[config.mk]
export PLATFORM = sky130hd
export DESIGN_NAME = frame_align
export DESIGN_NICKNAME = d
export VERILOG_FILES = /design/src/rtl/frame_align.sv
export SDC_FILE = /design/constraint.sdc
export NUM_CORES = 1
export LEC_CHECK = 0
export ABC_AREA = 1
export CAP_MARGIN = 20
export CELL_PAD_IN_SITES_DETAIL_PLACEMENT = 0
export CELL_PAD_IN_SITES_GLOBAL_PLACEMENT = 1
export CORE_MARGIN = 8
export CORE_UTILIZATION = 35
export CTS_BUF_LIST = sky130_fd_sc_hd__clkbuf_2
export CTS_CLUSTER_SIZE = 25
export DETAILED_ROUTE_END_ITERATION = 16
export PLACE_DENSITY = 0.83
export SLEW_MARGIN = 25
export SYNTH_ARGS = -nofsm -noshare
export SYNTH_HDL_FRONTEND = slang
export SYNTH_SLANG_ARGS = --single-unit
[constraint.sdc]
create_clock -name clk -period 2.4 [get_ports clk]
set_input_delay 0.24 -clock clk [delete_from_list [all_inputs] [get_ports clk]]
set_output_delay 0.24 -clock clk [all_outputs]
set_load 0.02 [all_outputs]
[src/rtl/frame_align.sv]
// Frame aligner: finds SYNC_WORD at any of 32 bit offsets in a raw SERDES word
// stream, confirms it over LOCK_CNT frames, then emits word-aligned frames.
module frame_align #(
    parameter logic [31:0] SYNC_WORD  = 32'h1ACF_FC1D,
    parameter int          FRAME_LEN  = 16,
    parameter int          LOCK_CNT   = 3,
    parameter int          UNLOCK_CNT = 4
) (
    input  logic        clk,
    input  logic        rstn,
    input  logic [31:0] din,
    input  logic        din_valid,
    output logic [31:0] dout,
    output logic        dout_valid,
    output logic        dout_sof,
    output logic        locked,
    output logic        align_err,
    output logic [4:0]  offset
);

    localparam int POS_W  = $clog2(FRAME_LEN);
    localparam int HIT_W  = $clog2(LOCK_CNT + 1);
    localparam int MISS_W = $clog2(UNLOCK_CNT + 1);

    localparam logic [POS_W-1:0]  POS_LAST  = POS_W'(FRAME_LEN - 1);
    localparam logic [HIT_W-1:0]  HIT_LAST  = HIT_W'(LOCK_CNT - 1);
    localparam logic [MISS_W-1:0] MISS_LAST = MISS_W'(UNLOCK_CNT - 1);

    typedef enum logic [1:0] {SEARCH, VERIFY, LOCKED} state_t;

    state_t              state, state_next;
    logic [31:0]         prev;
    logic [POS_W-1:0]    pos, pos_inc;
    logic [HIT_W-1:0]    hit_cnt;
    logic [MISS_W-1:0]   miss_cnt;

    logic [63:0]         cat;
    logic [31:0]         match;
    logic                any_match;
    logic [4:0]          first_k;
    logic [31:0]         cand;
    logic                cand_hit;
    logic                at_sync;
    logic                hit_last;
    logic                miss_last;

    logic                out_take;
    logic                sof_take;
    logic                miss_take;

    // Older word sits in the low half, so offset 0 selects prev itself.
    assign cat = {din, prev};

    for (genvar k = 0; k < 32; k++) begin : g_cmp
        assign match[k] = (cat[k +: 32] == SYNC_WORD);
    end

    assign any_match = |match;

    always_comb begin
        first_k = '0;
        for (int k = 31; k >= 0; k--) begin
            if (match[k]) first_k = 5'(k);
        end
    end

    assign cand      = cat[offset +: 32];
    assign cand_hit  = (cand == SYNC_WORD);
    assign at_sync   = (pos == '0);
    assign pos_inc   = (pos == POS_LAST) ? '0 : pos + 1'b1;
    assign hit_last  = (hit_cnt == HIT_LAST);
    assign miss_last = (miss_cnt == MISS_LAST);

    // ---------------- FSM: state register ----------------
    always_ff @(posedge clk or negedge rstn) begin
        if (!rstn) state <= SEARCH;
        else       state <= state_next;
    end

    // ---------------- FSM: next state ----------------
    always_comb begin
        state_next = state;
        if (din_valid) begin
            case (state)
                SEARCH: begin
                    if (any_match) state_next = (LOCK_CNT == 1) ? LOCKED : VERIFY;
                end
                VERIFY: begin
                    if (at_sync) begin
                        if (!cand_hit)     state_next = SEARCH;
                        else if (hit_last) state_next = LOCKED;
                    end
                end
                LOCKED: begin
                    if (at_sync && !cand_hit && miss_last) state_next = SEARCH;
                end
                default: state_next = SEARCH;
            endcase
        end
    end

    // ---------------- FSM: outputs ----------------
    always_comb begin
        out_take  = din_valid && (state == LOCKED);
        sof_take  = out_take && at_sync;
        miss_take = sof_take && !cand_hit;
    end

    // Alignment bookkeeping; a gap cycle leaves all of it untouched.
    always_ff @(posedge clk or negedge rstn) begin
        if (!rstn) begin
            prev     <= '0;
            offset   <= '0;
            pos      <= '0;
            hit_cnt  <= '0;
            miss_cnt <= '0;
        end else if (din_valid) begin
            prev <= din;
            case (state)
                SEARCH: begin
                    if (any_match) begin
                        offset   <= first_k;
                        pos      <= POS_W'(1);
                        hit_cnt  <= HIT_W'(1);
                        miss_cnt <= '0;
                    end
                end
                VERIFY: begin
                    pos <= pos_inc;
                    if (at_sync) begin
                        if (cand_hit) begin
                            hit_cnt <= hit_cnt + 1'b1;
                            if (hit_last) miss_cnt <= '0;
                        end else begin
                            hit_cnt <= '0;
                            pos     <= '0;
                        end
                    end
                end
                LOCKED: begin
                    pos <= pos_inc;
                    if (at_sync) begin
                        if (cand_hit) begin
                            miss_cnt <= '0;
                        end else if (miss_last) begin
                            miss_cnt <= '0;
                            hit_cnt  <= '0;
                            pos      <= '0;
                        end else begin
                            miss_cnt <= miss_cnt + 1'b1;
                        end
                    end
                end
                default: ;
            endcase
        end
    end

    // Output stage: one clock behind the accepted word; dout holds across gaps.
    always_ff @(posedge clk or negedge rstn) begin
        if (!rstn) begin
            dout       <= '0;
            dout_valid <= 1'b0;
            dout_sof   <= 1'b0;
            align_err  <= 1'b0;
            locked     <= 1'b0;
        end else begin
            dout_valid <= out_take;
            dout_sof   <= sof_take;
            align_err  <= miss_take;
            locked     <= (state_next == LOCKED);
            if (out_take) dout <= cand;
        end
    end

endmodule

Word-level counts from Yosys, hierarchy flattened
Cells that the tools add are included.
{"block": "word_totals", "regBits": 84, "in_bits": 35, "out_inout_bits": 41, "elab_cells": 137}
{"block": "classes", "addsub": 3, "n_eq_ne": 46, "n_shift": 1, "n_mux": 62, "reduce_logical": 14}
{"operator": "32-bit by 29-bit equality test with 1-bit output, second input constant", "n": 33}
{"operator": "5-bit two-way mux", "n": 32}
{"operator": "64-bit by 6-bit variable part select with 32-bit output", "n": 1}
{"operator": "32-bit OR reduction", "n": 1}
{"operator": "4-bit two-way mux", "n": 7}
{"operator": "2-bit two-way mux", "n": 12}
{"operator": "3-bit two-way mux", "n": 7}
{"operator": "2-bit != test, second input constant", "n": 7}
{"operator": "7-bit AND reduction", "n": 2}
{"operator": "2-bit case mux with 3 select lines", "n": 2}
{"operator": "4-bit case mux with 3 select lines", "n": 1}
{"operator": "3-bit case mux with 3 select lines", "n": 1}
{"operator": "2-bit equality test, second input constant", "n": 3}
{"operator": "3-bit AND reduction", "n": 2}
{"operator": "1-bit logical AND", "n": 5}
{"operator": "4-bit by 1-bit adder with 4-bit output, second input constant", "n": 1}
{"operator": "4-bit equality test, second input constant", "n": 1}
{"operator": "4-bit zero test", "n": 1}
{"operator": "3-bit by 1-bit adder with 3-bit output, second input constant", "n": 1}
{"operator": "3-bit by 2-bit equality test with 1-bit output, second input constant", "n": 1}
{"operator": "3-bit nonzero test", "n": 1}
{"operator": "2-bit by 1-bit adder with 2-bit output, second input constant", "n": 1}
{"operator": "2-bit by 1-bit equality test with 1-bit output, second input constant", "n": 1}
{"operator": "2-bit zero test", "n": 1}
{"operator": "1-bit zero test", "n": 1}

Longest topological paths before layout
{"block": "logic_depth", "depth_word": 33, "mapped_depth": 22, "ltp_nobuf": 21}

Worst setup path before layout
OpenSTA, ideal clock, no wires.
{"block": "synth_timing", "path_type": "reg2reg", "from": "register offset[1]", "to": "register miss_cnt[0]", "t_arrival_ns": 2.167, "t_required_ns": 2.277, "path_slack_ns": 0.110, "stages_incl_launch_ff": 19, "n_path_buf": 2, "period_less_slack_ns": 2.290, "cell_sequence": "dfrtp_1 -> buf_2 -> inv_2 -> buf_2 -> nand3_1 -> nand3_1 -> nand3_1 -> nand2_1 -> nand2_1 -> nand2_1 -> nand2_1 -> nor2_1 -> nand2_1 -> nor2_2 -> nand2_2 -> o21ai_1 -> nand3_1 -> nand2_1 -> o21ai_1"}
{"block": "synth_via", "elab_chain_len": 5, "word_cells_on_any_way": 7, "cone_classes": "2 x eq/ne; 1 x shift; 3 x mux; 1 x reduce/logical"}
{"item": "from (decl)", "line_no": "18", "rtl": "output logic [4:0] offset"}
{"item": "from (signal assigned)", "line_no": "122", "rtl": "offset <= first_k;"}
{"item": "64-bit by 6-bit variable part select with 32-bit output (*)", "line_no": "67", "rtl": "assign cand = cat[offset +: 32];"}
{"item": "32-bit by 29-bit equality test with 1-bit output (*)", "line_no": "68", "rtl": "assign cand_hit = (cand == SYNC_WORD);"}
{"item": "3-bit two-way mux", "line_no": "143", "rtl": "if (cand_hit) begin"}
{"item": "3-bit two-way mux", "line_no": "142", "rtl": "if (at_sync) begin"}
{"item": "3-bit case mux with 3 select lines", "line_no": "119", "rtl": "case (state)"}
{"item": "to (signal assigned)", "line_no": "150", "rtl": "miss_cnt <= miss_cnt + 1'b1;"}
{"item": "to (decl)", "line_no": "35", "rtl": "logic [MISS_W-1:0] miss_cnt;"}
Every way passes the cells marked *; elsewhere a longest branch is shown, timed or not. The select of a mux whose other input is x is not followed.
A chain may end at the register's enable or synchronous reset.

Worst setup path in the final report
{"block": "layout_timing", "from": "register offset[0]", "to": "register miss_cnt[2]"}
The elaborated chain is that of the path after synthesis.

==> results.cfg <==
[synthesis]
synth_seq_area_share_pct = 20.3
synth_nets = 1945
syn_area_mm2 = 0.0103
syn_inst = 1902
synth_cell_types = 37
ys_ff_latch = 84
synth_edf_count = 0
yosys_warnings = 0
ys.flop_type = dfrtp_1
async_flop_share_pct = 100
synth_area_per_cell_um2 = 5.43

[timing]
finalSetupViolCount = 20
period_minus_slack_ps = 2870
finClkSkew_ps = 60.5
finalHoldViolations = 0
fin_tns_setup_ps = -6510
rsz0062_at_grt = yes
max_slew_margin_pct = 51.7
fin_crit_sh_pct = 120
slew_viol_final = 0
max_freq_mhz = 348
setup_ws_ps = -472
worst_slew_pin_slew_ps = 725

[global_route]
antenna_found_initial = 2
first_global_vias = 15500
grt_pass1_wl_um = 91900
grt_overflow = 0
grt_max_degree = 49
grt_usage_pct = 33.6

[power_and_ir_drop]
p_total_mw = 6.61
powerDensity_mw_per_mm2 = 378
leakagePower_nw = 8.48
peakVddDrop_v = 0.000225

[floorplanning]
start_util_pct = 35.2
die_h_um = 188
ios = 76
coreArea_mm2 = 0.0293
die_w_um = 188
num_rows = 63
die_area_mm2 = 0.0353

[clock_tree]
cts.path.max_buffers = 2
cts_tree = yes
htreeDepth = 3
cts_buffers = 9
cts.sinks = 84
insertion_delay_ps = 660
cts_root_buffer = clkbuf_2
path_clk_slew_ps = 350

[drt]
vias_per_cell = 5.79
vias = 16500
dr_wl_met2_um = 28700
wl_um = 64000
wl_met1_um = 25400
first_pass_iters = 6
drt_iter0_drc = 2175
detail_route.wl_per_cell_um = 22.5
wl_met3_um = 5560
routed.top_layer = met4
ant_nets = 0
drcViolationCount = 0

[placement]
preCtsSetupSlack_ps = -863
port_buffers = 75
dpl_cell_area_mm2 = 0.0153
place.gp.congestion = 1.05
dp_hpwl_um = 49400

[finish]
final_common_cell = buf_4
synthToLayoutAreaGrowth_pct = 69.1
fin_area_mm2 = 0.0175
fill_cells = 2833
final_core_util_pct = 59.6
nNetsFinal = 2488
final_cell_mix = buf_4 (520), nand2_1 (462), nand3_1 (233), nor2_1 (209), inv_1 (199)
drive_above_1_share_pct = 36.3

[setup_path]
ff2ff_setup_slack_ps = -470
critPathMaxFanout = 9
end_kind = flop
critPathRequiredTime_ps = 3020
critical_path.top_delay_family = simple AND/OR/NAND/NOR gates
crit_type = flop to flop
path_buf_inv = 3
reg2regPathDepth = 19
critical_path.most_common_cell = nand2_2
crit_path_cell_trace = clkinv_4 -> buf_6 -> nand2_1 -> nand3_1 -> nand3_1 -> nand3_1 -> nand2_2 -> nand2_2 -> nand2_2 -> nand2_1 -> nor2_1 -> nand2_1 -> nor2_4 -> nand2_4 -> buf_4 -> o21ai_2 -> nand3_2 -> nand2_2 -> o21ai_1
cp_slowest_cell = dfrtp_2
r2r-end = miss_cnt[2]
reg2reg_from = offset[0]
arrival_ps = 3490
critPathMaxStageDelay_ps = 550
crit_path_start_kind = flop

[worst_hold_path]
hold_class = input pin to flop
hold_depth = 4
hold_start = din_valid
min_to = prev[15]

[job]
maxCapViolations = 0

[run_status]
violations = negative setup slack
status = finished with violations
==> what timing repair did <==
item,in CTS,in global routing
resized for setup,156,216
cloned,6,2
pin swaps,21,28
setup buffers,29,10
setup endpoints to repair,20,20
hold buffers,1,0
endpoints found under the hold margin,61,0
==> metrics by stage <==
step,hold slack (ps),cells
2_1_floorplan,-55.6,1902
3_3_place_gp,305,2777
3_5_place_dp,315,2777
4_1_cts,41.9,2829
5_1_grt,45.5,2842
6_report,70.1,2843
==> tightest hold or removal path, delay by kind of cell <==
| kind | cells | cell delay, ps |
|---|---|---|
| AO/OA/AOI/OAI | 1 | 60 |
| buffers and inverters | 2 | 350 |
| AND/OR/NAND/NOR | 1 | 80 |
==> layer usage <==
metal  GRT usage, %  up-vias
met5              0        -
met2           54.4      993
met1           42.6     7729
li1               -     7479
met3           5.27      256
met4           17.5        0
==> worst max path at each step <==
stage / from / slack, ps / cells past startpoint / endpoint
CTS: offset[1] / -240 / 21 / locked
global route: offset[0] / -590 / 20 / pos[1]
detailed placement: din[3] / -860 / 17 / miss_cnt[2]
global placement: din[4] / -940 / 17 / miss_cnt[1]
finish: offset[0] / -470 / 19 / miss_cnt[2]
floorplan: offset[1] / 110 / 18 / miss_cnt[0]
==> cell type report <==
class / instances / area (um2) / area share, %
Multi-Input combinational cell: 1499 / 8390 / 48.0
Timing Repair Buffer: 641 / 5550 / 31.8
Sequential cell: 84 / 2110 / 12.1
Inverter: 210 / 802 / 4.59
Tap cell: 390 / 488 / 2.79
Clock inverter: 7 / 76.3 / 0.437
Clock buffer: 9 / 45.0 / 0.258
Antenna cell: 3 / 7.51 / 0.0430
==> flip-flops by register name, summed over array words and instances (netlist names) <==
name,count
dout_valid,1
hit_cnt,2
offset,5
miss_cnt,3
locked,1
prev,32
state,2
dout_sof,1
dout,32
pos,4
align_err,1
==> cells by family after synthesis <==
family | Yosys count | share of synthesized area (%)
XOR/XNOR | 1 | 0.0848
adder cells (fa/ha/maj) | 8 | 0.969
buffers and inverters | 319 | 12.7
AO/OA/AOI/OAI | 100 | 5.52
AND/OR/NAND/NOR | 1390 | 60.4
flip-flops | 84 | 20.3
==> cell usage after synthesis (3+ instances only) <==
cell | n | area [um2]
a21oi_1 | 6 | 30.0
a31oi_1 | 17 | 106
buf_1 | 11 | 41.3
buf_2 | 61 | 305
buf_6 | 5 | 56.3
clkbuf_1 | 31 | 116
dfrtp_1 | 84 | 2100
ha_1 | 8 | 100
inv_1 | 205 | 769
inv_2 | 3 | 11.3
nand2_1 | 526 | 1970
nand2_2 | 3 | 18.8
nand3_1 | 423 | 2120
nand4_1 | 92 | 576
nor2_1 | 219 | 822
nor3_1 | 58 | 290
nor4_1 | 57 | 357
o21ai_0 | 54 | 270
o21ai_1 | 6 | 30.0
o31ai_1 | 5 | 37.5
o41ai_1 | 6 | 52.6
==> report_power, final <==
part           internal [mW]  switching (mW)  total, mW
combinational           1.65            2.05       3.70
clock                  0.180           0.677      0.857
sequential              1.78           0.271       2.05
(Power assumes the default switching activity.)
